$ cat src/rtl/instruction_memory_pkg.sv
`default_nettype none
// ============================================================================
//  Module      : instruction_memory_pkg
//  Description : Shared constants for the instruction memory: word width,
//                the NOP word, the default program image and a lookup
//                function that returns the image entry for a word index.
//  Revision    : 1.0 - initial release
// ============================================================================
package instruction_memory_pkg;

    localparam int WORD_W = 32;

    localparam logic [WORD_W-1:0] NOP_WORD = 32'h0000_0000;

    // Default program image, loaded at words 0..4. Every other word is NOP.
    localparam logic [WORD_W-1:0] IMEM_INIT_0 = 32'h2001_0005;
    localparam logic [WORD_W-1:0] IMEM_INIT_1 = 32'h2002_000A;
    localparam logic [WORD_W-1:0] IMEM_INIT_2 = 32'h0022_1820;
    localparam logic [WORD_W-1:0] IMEM_INIT_3 = 32'hAC03_0000;
    localparam logic [WORD_W-1:0] IMEM_INIT_4 = 32'h0800_0000;

    // Returns the default-image contents of word idx (NOP outside the image).
    function automatic logic [WORD_W-1:0] default_word(input int idx);
        logic [WORD_W-1:0] word;
        case (idx)
            0:       word = IMEM_INIT_0;
            1:       word = IMEM_INIT_1;
            2:       word = IMEM_INIT_2;
            3:       word = IMEM_INIT_3;
            4:       word = IMEM_INIT_4;
            default: word = NOP_WORD;
        endcase
        return word;
    endfunction

endpackage : instruction_memory_pkg
`default_nettype wire

$ cat src/rtl/instruction_memory_addr_check.sv
`default_nettype none
// ============================================================================
//  Module      : imem_addr_check
//  Description : Combinational range check for a 32-bit word address against
//                DEPTH. Produces an in-range flag and the truncated array
//                index. Shared by the read path and the program-load path.
//  Ports       : addr      - 32-bit word address to check
//                in_range  - 1 when addr < DEPTH
//                idx       - addr truncated to the array index width
//  Revision    : 1.0 - initial release
// ============================================================================
module imem_addr_check #(
    parameter  int DEPTH  = 64,
    localparam int ADDR_W = $clog2(DEPTH)
) (
    input  logic [31:0]       addr,
    output logic              in_range,
    output logic [ADDR_W-1:0] idx
);

    // DEPTH is a power of two, so an address is in range exactly when no bit
    // above the index field is set. No wrap-around into the array.
    assign in_range = (addr[31:ADDR_W] == '0);
    assign idx      = addr[ADDR_W-1:0];

endmodule : imem_addr_check
`default_nettype wire

$ cat src/rtl/instruction_memory.sv
`default_nettype none
// ============================================================================
//  Module      : instruction_memory
//  Description : Word-addressed instruction store with a one-cycle registered
//                read. Holds a fixed default program image; out-of-range
//                addresses read as NOP and raise addr_err.
//                Optional run-time program load is enabled by defining the
//                macro IMEM_PROG_LOAD_EN.
//  Ports       : clk        - system clock, rising edge
//                rst_n      - asynchronous active-low reset
//                add_in     - 32-bit word index to read
//                i_out      - registered instruction word
//                addr_err   - registered flag, last sampled add_in >= DEPTH
//                prog_we    - (IMEM_PROG_LOAD_EN) write enable
//                prog_addr  - (IMEM_PROG_LOAD_EN) 32-bit word index to write
//                prog_data  - (IMEM_PROG_LOAD_EN) word to write
//  Revision    : 1.0 - initial release
// ============================================================================
module instruction_memory
    import instruction_memory_pkg::*;
#(
    parameter  int DEPTH  = 64,
    localparam int ADDR_W = $clog2(DEPTH)
) (
    input  logic              clk,
    input  logic              rst_n,
    input  logic [31:0]       add_in,
`ifdef IMEM_PROG_LOAD_EN
    input  logic              prog_we,
    input  logic [31:0]       prog_addr,
    input  logic [WORD_W-1:0] prog_data,
`endif
    output logic [WORD_W-1:0] i_out,
    output logic              addr_err
);

    // ------------------------------------------------------------------
    // Read address check
    // ------------------------------------------------------------------
    logic              rd_in_range;
    logic [ADDR_W-1:0] rd_idx;

    imem_addr_check #(
        .DEPTH    (DEPTH)
    ) u_rd_check (
        .addr     (add_in),
        .in_range (rd_in_range),
        .idx      (rd_idx)
    );

    // Current array contents as seen by the read path.
    logic [WORD_W-1:0] mem_word [DEPTH];

`ifdef IMEM_PROG_LOAD_EN
    // ------------------------------------------------------------------
    // Writable array: reset reloads the default image, writes land at the
    // edge, so a same-edge read of the written word still returns the old
    // contents.
    // ------------------------------------------------------------------
    logic              wr_in_range;
    logic [ADDR_W-1:0] wr_idx;

    imem_addr_check #(
        .DEPTH    (DEPTH)
    ) u_wr_check (
        .addr     (prog_addr),
        .in_range (wr_in_range),
        .idx      (wr_idx)
    );

    logic [WORD_W-1:0] mem_q [DEPTH];
    logic [WORD_W-1:0] mem_d [DEPTH];

    always_comb begin
        mem_d = mem_q;
        if (prog_we && wr_in_range) begin
            mem_d[wr_idx] = prog_data;
        end
    end

    always_ff @(posedge clk or negedge rst_n) begin
        if (!rst_n) begin
            for (int i = 0; i < DEPTH; i++) begin
                mem_q[i] <= default_word(i);
            end
        end else begin
            mem_q <= mem_d;
        end
    end

    always_comb begin
        mem_word = mem_q;
    end
`else
    // ------------------------------------------------------------------
    // Read-only array: contents are the constant default image.
    // ------------------------------------------------------------------
    for (genvar gi = 0; gi < DEPTH; gi++) begin : g_rom
        assign mem_word[gi] = default_word(gi);
    end
`endif

    // ------------------------------------------------------------------
    // Registered read
    // ------------------------------------------------------------------
    logic [WORD_W-1:0] i_out_d;
    logic [WORD_W-1:0] i_out_q;
    logic              addr_err_d;
    logic              addr_err_q;

    always_comb begin
        i_out_d    = NOP_WORD;
        addr_err_d = 1'b1;
        if (rd_in_range) begin
            i_out_d    = mem_word[rd_idx];
            addr_err_d = 1'b0;
        end
    end

    always_ff @(posedge clk or negedge rst_n) begin
        if (!rst_n) begin
            i_out_q    <= NOP_WORD;
            addr_err_q <= 1'b0;
        end else begin
            i_out_q    <= i_out_d;
            addr_err_q <= addr_err_d;
        end
    end

    assign i_out    = i_out_q;
    assign addr_err = addr_err_q;

endmodule : instruction_memory
`default_nettype wire

$ cat config.mk
export PLATFORM = sky130hd
export DESIGN_NAME = instruction_memory
export DESIGN_NICKNAME = d
export VERILOG_FILES = /design/src/rtl/instruction_memory_pkg.sv /design/src/rtl/instruction_memory_addr_check.sv /design/src/rtl/instruction_memory.sv
export SDC_FILE = /design/constraint.sdc
export NUM_CORES = 1
export LEC_CHECK = 0
export ABC_AREA = 1
export CAP_MARGIN = 20
export CORE_ASPECT_RATIO = 1.1
export CORE_MARGIN = 2
export CORE_UTILIZATION = 28
export DETAILED_ROUTE_END_ITERATION = 12
export PLACE_DENSITY_LB_ADDON = 0.15
export SKIP_CTS_REPAIR_TIMING = 1
export SLEW_MARGIN = 20
export SYNTH_ARGS = -nofsm -noshare
export SYNTH_HDL_FRONTEND = slang
export SYNTH_HIERARCHICAL = 1
export SYNTH_SLANG_ARGS = --single-unit
$ cat constraint.sdc
create_clock -name clk -period 0.8 [get_ports clk]
set_input_delay 0.16 -clock clk [delete_from_list [all_inputs] [get_ports clk]]
set_output_delay 0.16 -clock clk [all_outputs]
set_load 0.005 [all_outputs]
======== Word-level counts from Yosys, hierarchy flattened ========
Memory sizes are Yosys's and may differ from the RTL's.
Cells that the tools add are included.
W data, S select, Z words.
storage, ports and cells
  input port bits ......................... 34
  register bits ........................... 33
  ROM bits ................................ 2,048
  memories ................................ 1
operators by class
  bitwise operators ....................... 1
  reduce and logical (&&, ||, !) cells .... 1
  multiplexer cells ....................... 4
  magnitude comparators ................... 1
memory list
  memory            words  bits a word  read ports  clocked after Yosys merged registers in  write ports  RTL line                   text
  (name not given)  64     32           1           0                                        0            instruction_memory.sv:115  i_out_d = mem_word[rd_idx];
operators by type and width
  cell                  count
  $mux W32              3
  $logic_not A26 Y1     1
  $ge A7 B7 Y1 const B  1
  $not A6 Y7            1
  $mux W1               1

======== Longest topological paths before layout ========
Gate-level depths: netlist of run 1.
  word-level depth ........................ 5
  gate-level depth with buffers ........... 9
  gate-level depth less buffers ........... 9

======== By module ========
The synthesis of run 1 kept the hierarchy.
modules (own cells, without submodules)
  module              cells each  area an instance (um^2)  sequential area each (um^2)  times used
  instruction_memory  72          611.8                    225.2                        1
  imem_addr_check     31          143.9                    0.0                          1

======== Least setup slack after synthesis of run 1 ========
OpenSTA, ideal clock, no wires.
  path type ............................... input to register
  from .................................... in add_in[10]
  to ...................................... reg i_out_q[26] (netlist: i_out[26])
  data required time ...................... 0.729 ns
  data arrival time ....................... 1.017 ns
  stages .................................. 8
  path slack .............................. -0.289 ns
  path through ............................ or2_0 nor2_1 nand2_1 nor2_1 inv_2 nor2_2 nand2_2 nor2_1
between the ends
  longest elaborated chain between the ends .. 2
ends and longest elaborated chain
  element                 RTL line                             text
  start: declaration      instruction_memory.sv:27             input logic [31:0] add_in,
  $logic_not A26 Y1       instruction_memory_addr_check.sv:23  assign in_range = (addr[31:ADDR_W] == '0);
  net rd_in_range         instruction_memory.sv:40             logic rd_in_range;
  $mux W32                instruction_memory.sv:114            if (rd_in_range) begin
  net i_out_d[26]         instruction_memory.sv:106            logic [WORD_W-1:0] i_out_d;
  end signal: assignment  instruction_memory.sv:125            i_out_q <= i_out_d;
  end: declaration        instruction_memory.sv:107            logic [WORD_W-1:0] i_out_q;
The timed path passes the listed nets, and every way through them passes these cells.

======== Worst setup path in the final report of run 1 ========
  from .................................... in add_in[13]
  to ...................................... reg i_out_q[3] (netlist: i_out[3])
between the ends
  longest elaborated chain between the ends .. 2
ends and longest elaborated chain
  element            RTL line
  $logic_not A26 Y1  instruction_memory_addr_check.sv:23
  net rd_in_range    instruction_memory.sv:40
  $mux W32           instruction_memory.sv:114
The timed path passes the listed nets, and every way through them passes these cells.

==> impl_metrics.tcl, run 1 <==
set metrics [dict create \
    worst_hold_slack_ps 226 \
    rsz0062_at_grt "true" \
    grt_pass1_vias 535 \
    cts_tree "built" \
    hp-class "input port to async pin" \
    avgSynthCellArea_um2 7.34 \
    setup_violations 23 \
    num_rows 19 \
    ioPinCount 67 \
    path_cells "clkbuf_2, or2_0, nor2_2, nand2_2, nor2_4, inv_2, nor2_2, nand2_2, nor2_1" \
    start_util_pct 29.7 \
    crit_type "input port to flip-flop" \
    die_y_um 58.5 \
    ys_warn_count 6 \
    grt-ovfl-total 0 \
    postLayoutCoreUtil_pct 47.1 \
    fin_setup_tns_ps -2050 \
    dr.pass1.iters 1 \
    slowest_delay_ps 220 \
    startpoint "add_in[13]" \
    end_kind "flip-flop" \
    grt-busiest-layer "met2" \
    power.leakage_nw 0.818 \
    final_common_cell "dlymetal6s2s_1" \
    timing.final.crit_share_pct 117 \
    met3_usage_pct 2.79 \
    syn2layout_area_growth_pct 58.4 \
    place_hpwl_um 1240 \
    crit_slowest_cell "or2_0" \
    avgRoutedWirePerCell_um 7.87 \
    synth_area_um2 756 \
    ir_drop_uv 465 \
    cp_max_fo 4 \
    crit_required_ps 980 \
    fill_cells 263 \
    swShare_pct 22.3 \
    synthCells 103 \
    via_count 656 \
    numPortBuffers 48 \
    startpoint_type "input port" \
    gr-usage-met2_pct 15.5 \
    route.detailed.drc 0 \
    hold_violations 0 \
    avgViaCountPerCell 3.69 \
    p_clk_share_pct 31.1 \
    drive_above_1_share_pct 25.9 \
    grtUsageTotal_pct 8.46 \
    clockBufferDepth 2 \
    clkSinkCount 9 \
    violations "setup timing" \
    drtIter0Drc 0 \
    power_density_mw_per_mm2 859 \
    grt_max_degree 10 \
    outcome "complete, but fails checks" \
    path_clk_slew_ps 50 \
    antenna_found_initial 0 \
    seq_area_frac_synth_pct 29.8 \
    clock.fmax_mhz 1070 \
    timing.final.crit_period_ps 934 \
    p_comb_share_pct 24.5 \
    gp_congestion 0.743 \
    fin_nets 188 \
    wirelength_um 1400 \
    grt_first_pass_wirelength_um 1960 \
    num_antenna_cells 0 \
    cp.depth 9 \
    die_w_um 53.5 \
    core_mm2 0.00254 \
    cts_max_level 1 \
    layout_common_cells "dlymetal6s2s_1 (28), nor2_1 (21), conb_1 (18), clkbuf_2 (17), nand2_1 (15)" \
    critical_path.top_delay_family "simple AND/OR/NAND/NOR gates" \
    postRouteAntennaNets 0 \
    dpl_worst_slack_ps -645 \
    finalMaxSlewViolations 0 \
    crit_arrival_ps 1120 \
    die-area_mm2 0.00313 \
    cts_root_buf "clkbuf_4" \
    ys_types 12 \
    finalWorstSetupSlack_ps -134 \
    seq_power_share_pct 44.3 \
    crit_path_end "i_out[3]" \
    power_switching_w 0.000229 \
    numCtsBuffers 3 \
    drv_cap 0 \
    ys_ff_latch 9 \
    cp_num_buf_inv 2 \
    intPower_w 0.000799 \
    grt_use_met1_pct 8.12 \
]
==> per-layer routing <==
layer / part of all wire (%) / vias to the layer above
met5: 0 / -
met4: 1.1 / 0
met3: 12 / 2
met2: 53 / 43
met1: 34 / 272
li1: - / 339
==> sequential cells by signal, indices dropped and copies added (netlist names) <==
name      count
addr_err      1
i_out         8
==> Yosys cell counts <==
cell     instances  area, um^2
inv_2            1        3.75
dfrtp_1          9         225
or2_0            1        6.26
nand2_2          1        6.26
buf_4           30         225
nor2_1          25        93.8
nand2_1         18        67.6
inv_1            8        30.0
ha_1             6        75.1
conb_1           1        3.75
and2_0           1        6.26
nor2_2           2        12.5
==> metrics by stage <==
| stage | cell area [um^2] | power [W] | std cells |
|---|---|---|---|
| after CTS | 1190 | 0.00107 | 177 |
| final | 1200 | 0.00103 | 178 |
| after global routing | 1200 | 0.00111 | 178 |
| after global placement | 1160 | 0.000736 | 173 |
| after floorplan | 827 | 0.000626 | 120 |
| after detailed placement | 1160 | 0.000738 | 173 |
==> power by group through the flow <==
| stage | logic (W) | clock network (W) | registers, W |
|---|---|---|---|
| 2_1_floorplan | 0.000163 | 0 | 0.000464 |
| 3_3_place_gp | 0.000272 | 0 | 0.000464 |
| 3_5_place_dp | 0.000274 | 0 | 0.000464 |
| 4_1_cts | 0.000275 | 0.000337 | 0.000456 |
| 5_1_grt | 0.000284 | 0.000369 | 0.000455 |
| 6_report | 0.000252 | 0.000320 | 0.000456 |
==> worst min-delay path by stage <==
stage | endpoint | depth (start not counted)
floorplan | addr_err | 0
global placement | i_out[29] | 2
detailed placement | i_out[29] | 2
CTS | i_out[3] | 2
global route | i_out[2] | 2
finish | i_out[3] | 2
==> logic make-up after synthesis <==
group | share of synthesized area (%)
buf+inv | 34.3
fa+ha+maj | 9.93
other cells | 0.496
simple gates | 25.5
flops | 29.8
==> area by class of cell <==
class	instances	area (um^2)	share of cell area (%)
clock buffer	4	26.3	2.19
timing repair buffer	53	515	43.1
tap	31	38.8	3.24
multi-input combinational	72	358	29.9
sequential	9	225	18.8
inverter	9	33.8	2.82
Power figures use the tool's default switching activity.
==> run 2: changes to the inputs <==
--- a/config.mk
+++ b/config.mk
@@ -10,6 +10,7 @@
 export CORE_ASPECT_RATIO = 1.1
 export CORE_MARGIN = 2
 export CORE_UTILIZATION = 28
+export CTS_CLUSTER_SIZE = 24
 export DETAILED_ROUTE_END_ITERATION = 12
 export PLACE_DENSITY_LB_ADDON = 0.15
 export SKIP_CTS_REPAIR_TIMING = 1
==> results of run 2 <==
The final DEF is identical to that of run 1; final timing and power are the same.
